`src/rtl/lcd_defs.sv`:
```
// Shared definitions for the LCD draw arbiter: FSM states, requester indices
// and small helpers for round-robin pointer arithmetic.
`timescale 1ns/1ps
package lcd_defs;

    typedef enum logic [1:0] {
        ST_IDLE    = 2'd0,
        ST_GRANTED = 2'd1,
        ST_DRAIN   = 2'd2
    } arb_state_t;

    localparam logic [1:0] REQ_PIC  = 2'd0;
    localparam logic [1:0] REQ_FILL = 2'd1;
    localparam logic [1:0] REQ_CHAR = 2'd2;

    // Wraps 2 back to 0; an illegal pointer value of 3 also restarts at 0.
    function automatic logic [1:0] rr_next(input logic [1:0] idx);
        return (idx >= REQ_CHAR) ? REQ_PIC : idx + 2'd1;
    endfunction

    function automatic logic [1:0] onehot_to_idx(input logic [2:0] oh);
        case (oh)
            3'b010:  return REQ_FILL;
            3'b100:  return REQ_CHAR;
            default: return REQ_PIC;
        endcase
    endfunction

    function automatic logic [15:0] sat_inc(input logic [15:0] v);
        return (v == 16'hFFFF) ? v : v + 16'd1;
    endfunction

endpackage

```
`src/rtl/lcd_rr_pick.sv`:
```
// Combinational 3-way round-robin picker: scans upward from the requester
// after 'last' and returns the first active request as a one-hot vector.
`timescale 1ns/1ps
module lcd_rr_pick
    import lcd_defs::*;
(
    input  logic [2:0] req,
    input  logic [1:0] last,
    output logic [2:0] pick
);

    logic [1:0] cand;
    logic       found;

    always_comb begin
        pick  = '0;
        found = 1'b0;
        cand  = rr_next(last);
        for (int k = 0; k < 3; k++) begin
            if (!found && req[cand]) begin
                pick[cand] = 1'b1;
                found      = 1'b1;
            end
            cand = rr_next(cand);
        end
    end

endmodule

```
`src/rtl/lcd_draw_arbiter.sv`:
```
// Arbitrates three drawing engines onto a single LCD byte-write engine with
// round-robin grants, one write in flight at a time, and a silence watchdog.
`timescale 1ns/1ps
module lcd_draw_arbiter
    import lcd_defs::*;
#(
    parameter logic [15:0] TIMEOUT_CYC = 16'd65535,
    parameter logic [1:0]  RR_INIT     = 2'd2
) (
    input  logic       clk,
    input  logic       rst_n,
    input  logic [2:0] req,
    input  logic [2:0] rel,
    input  logic [2:0] wr_en,
    input  logic [7:0] data0,
    input  logic [7:0] data1,
    input  logic [7:0] data2,
    input  logic       dc0,
    input  logic       dc1,
    input  logic       dc2,
    output logic [2:0] gnt,
    output logic [2:0] wr_done_o,
    output logic       lcd_wr_en,
    output logic [7:0] lcd_data,
    output logic       lcd_dc,
    input  logic       lcd_wr_done,
    output logic       busy,
    output logic       timeout_err
);

    arb_state_t  state;
    logic        outstanding;
    logic [15:0] idle_cnt;
    logic [1:0]  last;
    logic [2:0]  pick;

    logic holder_wr;
    logic holder_rel;
    logic done_ok;
    logic timeout_hit;
    logic fwd;
    logic out_next;

    lcd_rr_pick u_pick (
        .req  (req),
        .last (last),
        .pick (pick)
    );

    // A write is forwarded only while granted and the engine is free, or is
    // finishing its previous byte in this very cycle; the watchdog overrides.
    always_comb begin
        holder_wr   = |(wr_en & gnt);
        holder_rel  = |(rel & gnt);
        done_ok     = lcd_wr_done & outstanding;
        timeout_hit = (state != ST_IDLE) && (idle_cnt >= TIMEOUT_CYC);
        fwd         = (state == ST_GRANTED) && holder_wr
                      && (!outstanding || done_ok) && !timeout_hit;
        out_next    = fwd | (outstanding & ~done_ok);
    end

    assign lcd_wr_en = fwd;
    assign lcd_data  = ({8{gnt[REQ_PIC]}}  & data0)
                     | ({8{gnt[REQ_FILL]}} & data1)
                     | ({8{gnt[REQ_CHAR]}} & data2);
    assign lcd_dc    = |(gnt & {dc2, dc1, dc0});
    assign wr_done_o = gnt & {3{done_ok}};
    assign busy      = (state != ST_IDLE);

    always_ff @(posedge clk or negedge rst_n) begin
        if (!rst_n) begin
            state       <= ST_IDLE;
            gnt         <= '0;
            outstanding <= 1'b0;
            idle_cnt    <= '0;
            last        <= RR_INIT;
            timeout_err <= 1'b0;
        end else begin
            timeout_err <= 1'b0;
            if (timeout_hit) begin
                state       <= ST_IDLE;
                gnt         <= '0;
                outstanding <= 1'b0;
                idle_cnt    <= '0;
                timeout_err <= 1'b1;
            end else begin
                case (state)
                    ST_IDLE: begin
                        outstanding <= 1'b0;
                        if (|req) begin
                            state    <= ST_GRANTED;
                            gnt      <= pick;
                            last     <= onehot_to_idx(pick);
                            idle_cnt <= '0;
                        end
                    end
                    ST_GRANTED: begin
                        outstanding <= out_next;
                        idle_cnt    <= (fwd || done_ok) ? 16'd0 : sat_inc(idle_cnt);
                        // Releasing with a byte still in flight waits in DRAIN.
                        if (holder_rel) begin
                            if (out_next) begin
                                state <= ST_DRAIN;
                            end else begin
                                state    <= ST_IDLE;
                                gnt      <= '0;
                                idle_cnt <= '0;
                            end
                        end
                    end
                    ST_DRAIN: begin
                        if (done_ok) begin
                            state       <= ST_IDLE;
                            gnt         <= '0;
                            outstanding <= 1'b0;
                            idle_cnt    <= '0;
                        end else begin
                            idle_cnt <= sat_inc(idle_cnt);
                        end
                    end
                    default: begin
                        state       <= ST_IDLE;
                        gnt         <= '0;
                        outstanding <= 1'b0;
                    end
                endcase
            end
        end
    end

endmodule

```
`config.mk`:
```
export PLATFORM = sky130hd
export DESIGN_NAME = lcd_draw_arbiter
export DESIGN_NICKNAME = d
export VERILOG_FILES = /design/src/rtl/lcd_defs.sv /design/src/rtl/lcd_rr_pick.sv /design/src/rtl/lcd_draw_arbiter.sv
export SDC_FILE = /design/constraint.sdc
export NUM_CORES = 1
export LEC_CHECK = 0
export CAP_MARGIN = 20
export CELL_PAD_IN_SITES_DETAIL_PLACEMENT = 2
export CELL_PAD_IN_SITES_GLOBAL_PLACEMENT = 2
export CORE_ASPECT_RATIO = 0.7
export CORE_UTILIZATION = 28
export CTS_CLUSTER_DIAMETER = 80
export DETAILED_ROUTE_END_ITERATION = 8
export PLACE_DENSITY_LB_ADDON = 0.1
export SETUP_SLACK_MARGIN = 0.05
export SYNTH_ARGS = -nofsm -noshare
export SYNTH_HDL_FRONTEND = slang
export SYNTH_SLANG_ARGS = --single-unit
```
`constraint.sdc`:
```
create_clock -name clk -period 4.65 [get_ports clk]
set_input_delay 0.465 -clock clk [delete_from_list [all_inputs] [get_ports clk]]
set_output_delay 0.465 -clock clk [all_outputs]
set_load 0.03 [all_outputs]
```
==> results of run 1 <==
## critical path: stages, from the launching register on
cell,delay [ps]
dfrtp_1,420
ha_1,250
nand3_1,260
or4_4,660
o21ai_0,410
nor3_1,100
clkdlybuf4s50_1,630
## sequential cells by signal (all words and copies together), names as in the netlist
register and flops:
state 2, outstanding 1, gnt 3, last 2, timeout_err 1, idle_cnt 16
## cell type report
cell class / instances / area (um^2)
Clock buffer: 3 / 41.29
Clock inverter: 1 / 5.005
Fill cell: 677 / 3451
Inverter: 21 / 78.83
Multi-Input combinational cell: 146 / 991.0
Sequential cell: 25 / 626.9
Tap cell: 75 / 93.84
Timing Repair Buffer: 59 / 583.1
## how the worst min path moves through the flow
| stage | startpoint | end | slack, ps | cells after the start |
|---|---|---|---|---|
| 2_1_floorplan | rst_n | gnt[0]$_DFFE_PN0P_ | 170 | 0 |
| 3_3_place_gp | last[1]$_DFFE_PN1P_ | last[1]$_DFFE_PN1P_ | 520 | 2 |
| 3_5_place_dp | last[1]$_DFFE_PN1P_ | last[1]$_DFFE_PN1P_ | 520 | 2 |
| 4_1_cts | last[1]$_DFFE_PN1P_ | last[1]$_DFFE_PN1P_ | 530 | 2 |
| 5_1_grt | last[1]$_DFFE_PN1P_ | last[1]$_DFFE_PN1P_ | 560 | 2 |
| 6_report | last[1]$_DFFE_PN1P_ | last[1]$_DFFE_PN1P_ | 530 | 2 |
## cells by family (layout without fill, tap and decap cells)
| family | after synthesis | count (layout) | share of synthesized area |
|---|---|---|---|
| DFF | 25 | 25 | 0.3568 |
| adders and majority gates | 4 | 4 | 0.02849 |
| buffers and inverters | 31 | 84 | 0.07906 |
| muxes | 2 | 2 | 0.01424 |
| AOI/OAI and AO/OA | 68 | 68 | 0.2878 |
| and+or+nand+nor | 72 | 72 | 0.2336 |
## placed cells by master (no fill, tap or decap), drive strengths merged, types with 4 or more instances in the layout
cell,count
nor2b,4
a21oi,11
a31oi,6
dfrtp,24
clkdlybuf4s50,56
inv,21
a222oi,11
nor3,5
and3,6
nand4,7
nand2,11
o22ai,9
ha,4
nor2,8
nand3,17
o21ai,5
## power by group
| group | switching (mW) | total (mW) | internal [mW] | leakage [nW] |
|---|---|---|---|---|
| sequential | 0.0841 | 0.340 | 0.256 | 0.339 |
| combinational | 0.505 | 0.870 | 0.364 | 0.615 |
| clock | 0.0729 | 0.133 | 0.0600 | 0.0255 |
| total | 0.662 | 1.34 | 0.681 | 0.980 |
## per-layer routing
layer	vias to the layer above	routed length, um	global-route usage
met3	2	168	0.02860
li1	902	-	-
met1	977	3574	0.3175
met5	-	0	0
met4	0	19	0.02239
met2	26	2865	0.3213
==> flow_metrics.py, run 1 <==
metrics = {
    "clocking": {
        "worstSkewPairLatency_ps": 270,
        "clockBufferDepth": 2,
        "clock_sinks": 25,
        "root_buffer": "clkbuf_8",
        "htree_levels": 1,
        "ctsResizeCount": 0,
        "tritoncts": "yes",
        "cts_hold_buf": 0,
        "clkTransAtPathRegs_ps": 90,
        "cts_buffers": 3,
        "cts_setup_buffers": 0,
    },
    "finish": {
        "final_core_util": 0.4122,
        "finalNetCount": 299,
        "syn2layout_area_growth_pct": 37.75,
        "instances_no_fill": 330,
        "final_area_um2": 2420,
        "drive_gt1_frac": 0.07059,
        "antenna_cells": 0,
    },
    "die": {
        "core-area_um2": 5871,
        "dieArea_um2": 6600,
        "die_h_um": 68.27,
        "initial_utilization": 0.2992,
        "ios": 57,
        "chipWidth_um": 96.67,
        "rows": 23,
    },
    "place": {
        "post-place-cells": 326,
        "placed_cell_area_um2": 2374,
        "gp_congestion": 0.7337,
        "io_buffers": 56,
        "post-dp-hpwl_mm": 5.202,
        "post-place-ws_ps": 1506,
    },
    "yosys": {
        "synth_edf_count": 0,
        "ys_warn_count": 0,
        "synth_common_cells": "dfrtp_1 (24), inv_1 (21), nand3_1 (17)",
        "ys.flop_type": "dfrtp_1",
        "yosysSeqAreaShare": 0.3568,
        "yosysTopAreaCellShare": 0.3419,
        "synth.most_common_cell": "dfrtp_1",
        "yosys-top-cells-area": "dfrtp_1 (34%), a222oi_1 (6.3%), nand3_1 (4.8%)",
        "syn-num-nets": 245,
        "syn_avg_cell_area_um2": 8.696,
        "ys_types": 53,
        "yosys.area.top_type": "dfrtp_1",
        "synth_cells": 202,
        "async_reset_ff_frac": 1.000,
        "synth_seq_cells": 25,
        "syn_area_um2": 1757,
    },
    "global_routing": {
        "grt_start_max_net_pins": 26,
        "grt_usage": 0.2088,
        "grt_pass1_wl_mm": 10.80,
        "grt_overflow": 0,
        "grt_pass1_vias": 1925,
        "antenna_found_initial": 0,
    },
    "pwr": {
        "p_leak_nw": 0.9797,
        "finalPower_mw": 1.343,
        "irDropWorstVdd_mv": 0.2670,
        "p_per_area_nw_per_um2": 555.0,
    },
    "sta": {
        "slew_headroom": 0.4054,
        "rsz0062_at_grt": "no",
        "setup_viol": 0,
        "whs_ps": 528.9,
        "tightest_slew_ps": 891.9,
        "fin_skew_ps": 6.603,
        "worst_slack_ps": 1180,
        "hold_viol": 0,
        "min_period_over_period": 0.7463,
        "layout_min_cycle_time_ps": 3470,
        "setup_tns_ps": 0,
        "clock.fmax_ghz": 0.2881,
        "finalMaxSlewViolations": 0,
    },
    "setup_path": {
        "r2r_end": "idle_cnt[9]$_DFFE_PN0P_",
        "crit_end": "lcd_wr_en",
        "r2r_setup_slack_ps": 1460,
        "path_max_fanout": 10,
        "crit_arrival_ps": 3010,
        "worst_ep_required_time_ps": 4180,
        "reg2regPathDepth": 6,
        "critPathCaptureType": "primary output",
        "r2r_start": "idle_cnt[0]$_DFFE_PN0P_",
        "start_kind": "flop",
        "critPathLaunch": "idle_cnt[0]$_DFFE_PN0P_",
        "criticalPathCategory": "reg2out",
    },
    "drt": {
        "drt-initial-drc-count": 133,
        "via_per_inst": 5.779,
        "postRouteAntennaNets": 0,
        "drc_errors": 0,
        "finalWirelength_mm": 6.628,
        "vias": 1907,
        "firstDrtPassIters": 4,
        "routedWlPerCell_um": 20.08,
    },
    "run": {
        "maxCapViolCount": 0,
    },
    "run_status": {
        "status": "completed",
    },
    "min_path": {
        "min_path_type": "reg2reg",
    },
}
Power figures use the tool's default switching activity.
==> inputs of run 2 (changes only) <==
--- a/config.mk
+++ b/config.mk
@@ -9,7 +9,7 @@
 export CELL_PAD_IN_SITES_DETAIL_PLACEMENT = 2
 export CELL_PAD_IN_SITES_GLOBAL_PLACEMENT = 2
 export CORE_ASPECT_RATIO = 0.7
-export CORE_UTILIZATION = 28
+export CORE_UTILIZATION = 26
 export CTS_CLUSTER_DIAMETER = 80
 export DETAILED_ROUTE_END_ITERATION = 8
 export PLACE_DENSITY_LB_ADDON = 0.1
==> constraint.sdc (replaced) <==
create_clock -name clk -period 3.3 [get_ports clk]
set_input_delay 0.33 -clock clk [delete_from_list [all_inputs] [get_ports clk]]
set_output_delay 0.33 -clock clk [all_outputs]
set_load 0.03 [all_outputs]
==> run 2 against run 1 <==
Against the previous run:
- first-iteration DRC count rose by 2.3%
- critical path depth rose by 1
- clock skew up 1.3 ps
- combinational power grew 47%
- die area grew 7.5%
- final cell count grew 7.3%
- sequential power rose by 37%
- register-to-register slack got worse by 780 ps
- clock power grew 47%
- critical endpoint unchanged
- sequential share of layout area is 0.83 points lower
- final area is 3.3% higher
- global-route usage is 0.75 points lower
==> flow_metrics.py, run 2 (synthesis gave the netlist of run 1 again) <==
metrics = {
    "die": {
        "dieArea_um2": 7094,
        "core-area_um2": 6366,
        "ios": 57,
        "rows": 24,
        "chipWidth_um": 100.2,
        "die_h_um": 70.77,
        "initial_utilization": 0.2759,
    },
    "drt": {
        "via_per_inst": 5.455,
        "drt-initial-drc-count": 136,
        "postRouteAntennaNets": 0,
        "drc_errors": 0,
        "vias": 1931,
        "firstDrtPassIters": 5,
        "routedWlPerCell_um": 18.51,
        "finalWirelength_mm": 6.551,
    },
    "sta": {
        "tightest_slew_ps": 673.4,
        "clock.fmax_ghz": 0.3302,
        "layout_min_cycle_time_ps": 3028,
        "rsz0062_at_grt": "no",
        "finalMaxSlewViolations": 0,
        "min_period_over_period": 0.9177,
        "setup_tns_ps": 0,
        "fin_skew_ps": 7.930,
        "slew_headroom": 0.5511,
        "setup_viol": 0,
        "hold_viol": 0,
    },
    "setup_path": {
        "reg2regPathDepth": 5,
        "crit_arrival_ps": 2700,
        "criticalPathCategory": "reg2out",
        "worst_ep_required_time_ps": 2970,
        "critPathCaptureType": "primary output",
        "path_max_fanout": 10,
        "cp_slowest_cell": "clkdlybuf4s50_1",
        "max_stage_delay_ps": 620,
        "critPathBufInv": 2,
        "r2r_setup_slack_ps": 680,
        "r2r_end": "gnt[2]$_DFFE_PN0P_",
        "r2r_start": "gnt[1]$_DFFE_PN0P_",
        "start_kind": "flop",
        "timing.critical_path.cells": "ha_1 -> nand3_1 -> or4_4 -> o21ai_0 -> buf_4 -> nor3_1 -> clkdlybuf4s50_1",
        "crit_family": "simple AND/OR/NAND/NOR gates",
    },
    "clocking": {
        "clock_sinks": 25,
        "ctsResizeCount": 0,
        "worstSkewPairLatency_ps": 280,
        "cts_buffers": 3,
        "clkTransAtPathRegs_ps": 100,
        "root_buffer": "clkbuf_8",
        "clockBufferDepth": 2,
        "cts_setup_buffers": 0,
        "htree_levels": 1,
        "cts_hold_buf": 0,
        "tritoncts": "yes",
    },
    "global_routing": {
        "grt_overflow": 0,
        "antenna_found_initial": 0,
        "grt_pass1_wl_mm": 11.20,
        "grt_usage": 0.2013,
        "grt_start_max_net_pins": 26,
        "grt_pass1_vias": 2016,
    },
    "place": {
        "post-dp-hpwl_mm": 5.160,
        "gp_congestion": 0.7290,
        "io_buffers": 56,
        "placed_cell_area_um2": 2454,
        "post-place-cells": 350,
    },
    "pwr": {
        "finalPower_mw": 1.943,
        "p_leak_nw": 1.018,
        "p_per_area_nw_per_um2": 777.2,
        "irDropWorstVdd_mv": 0.3375,
    },
    "finish": {
        "largest_reg_flops": 16,
        "final_core_util": 0.3927,
        "finalNetCount": 307,
        "final_cell_mix": "clkdlybuf4s50_1 (56), dfrtp_1 (24), inv_1 (21)",
        "instances_no_fill": 354,
        "drive_gt1_frac": 0.09886,
        "top_register": "idle_cnt",
        "antenna_cells": 0,
        "syn2layout_area_growth_pct": 42.31,
        "largestRegisters": "idle_cnt (16), gnt (3)",
        "final_area_um2": 2500,
        "layout_commonest_cell": "clkdlybuf4s50_1",
    },
    "run_status": {
        "status": "completed",
    },
    "run": {
        "maxCapViolCount": 0,
    },
    "min_path": {
        "min_path_type": "in2async",
    },
}
## run 2: changes by cell type in the layout (fill, tap and decap cells not counted), sizes merged
cell / previous run / this run
buf: 3 / 11
## run 2: where the power goes
group          leakage, nW  switching [mW]  internal [mW]  total, mW
sequential           0.339           0.104          0.362      0.465
clock               0.0255           0.111         0.0849      0.196
combinational        0.654           0.734          0.548       1.28
## run 2: area by class of cell
cell class | instances | area [um^2]
sequential | 25 | 626.9
tap | 91 | 113.9
multi-input combinational | 146 | 991.0
timing repair buffer | 67 | 643.1
inverter | 21 | 78.83
clock inverter | 1 | 5.005
fill | 748 | 3866
clock buffer | 3 | 41.29
## run 2: layer usage
| layer | track usage | share of wire | vias up |
|---|---|---|---|
| met1 | 0.3260 | 0.54 | 976 |
| met4 | 0.01932 | 0.0035 | 0 |
| met2 | 0.2869 | 0.42 | 31 |
| met3 | 0.02964 | 0.035 | 5 |
| li1 | - | - | 919 |
| met5 | 0 | 0 | - |
## run 2: through the flow
stage / hold WS [ps] / worst slack, ps
after floorplan: 34.41 / 1017
after global placement: 511.5 / 643.8
after detailed placement: 524.6 / 588.5
after CTS: 429.6 / 260.5
after global routing: 430.2 / 159.6
final: 414.3 / 271.6
## run 2: worst max path at each step
stage / startpoint / to / slack, ps / depth (start not counted)
after floorplan: idle_cnt[0]$_DFFE_PN0P_ / lcd_wr_en / 1020 / 6
after global placement: idle_cnt[0]$_DFFE_PN0P_ / lcd_wr_en / 640 / 7
after detailed placement: idle_cnt[0]$_DFFE_PN0P_ / lcd_wr_en / 590 / 7
after CTS: idle_cnt[0]$_DFFE_PN0P_ / lcd_wr_en / 260 / 7
after global routing: idle_cnt[0]$_DFFE_PN0P_ / lcd_wr_en / 160 / 7
final: idle_cnt[0]$_DFFE_PN0P_ / lcd_wr_en / 270 / 7
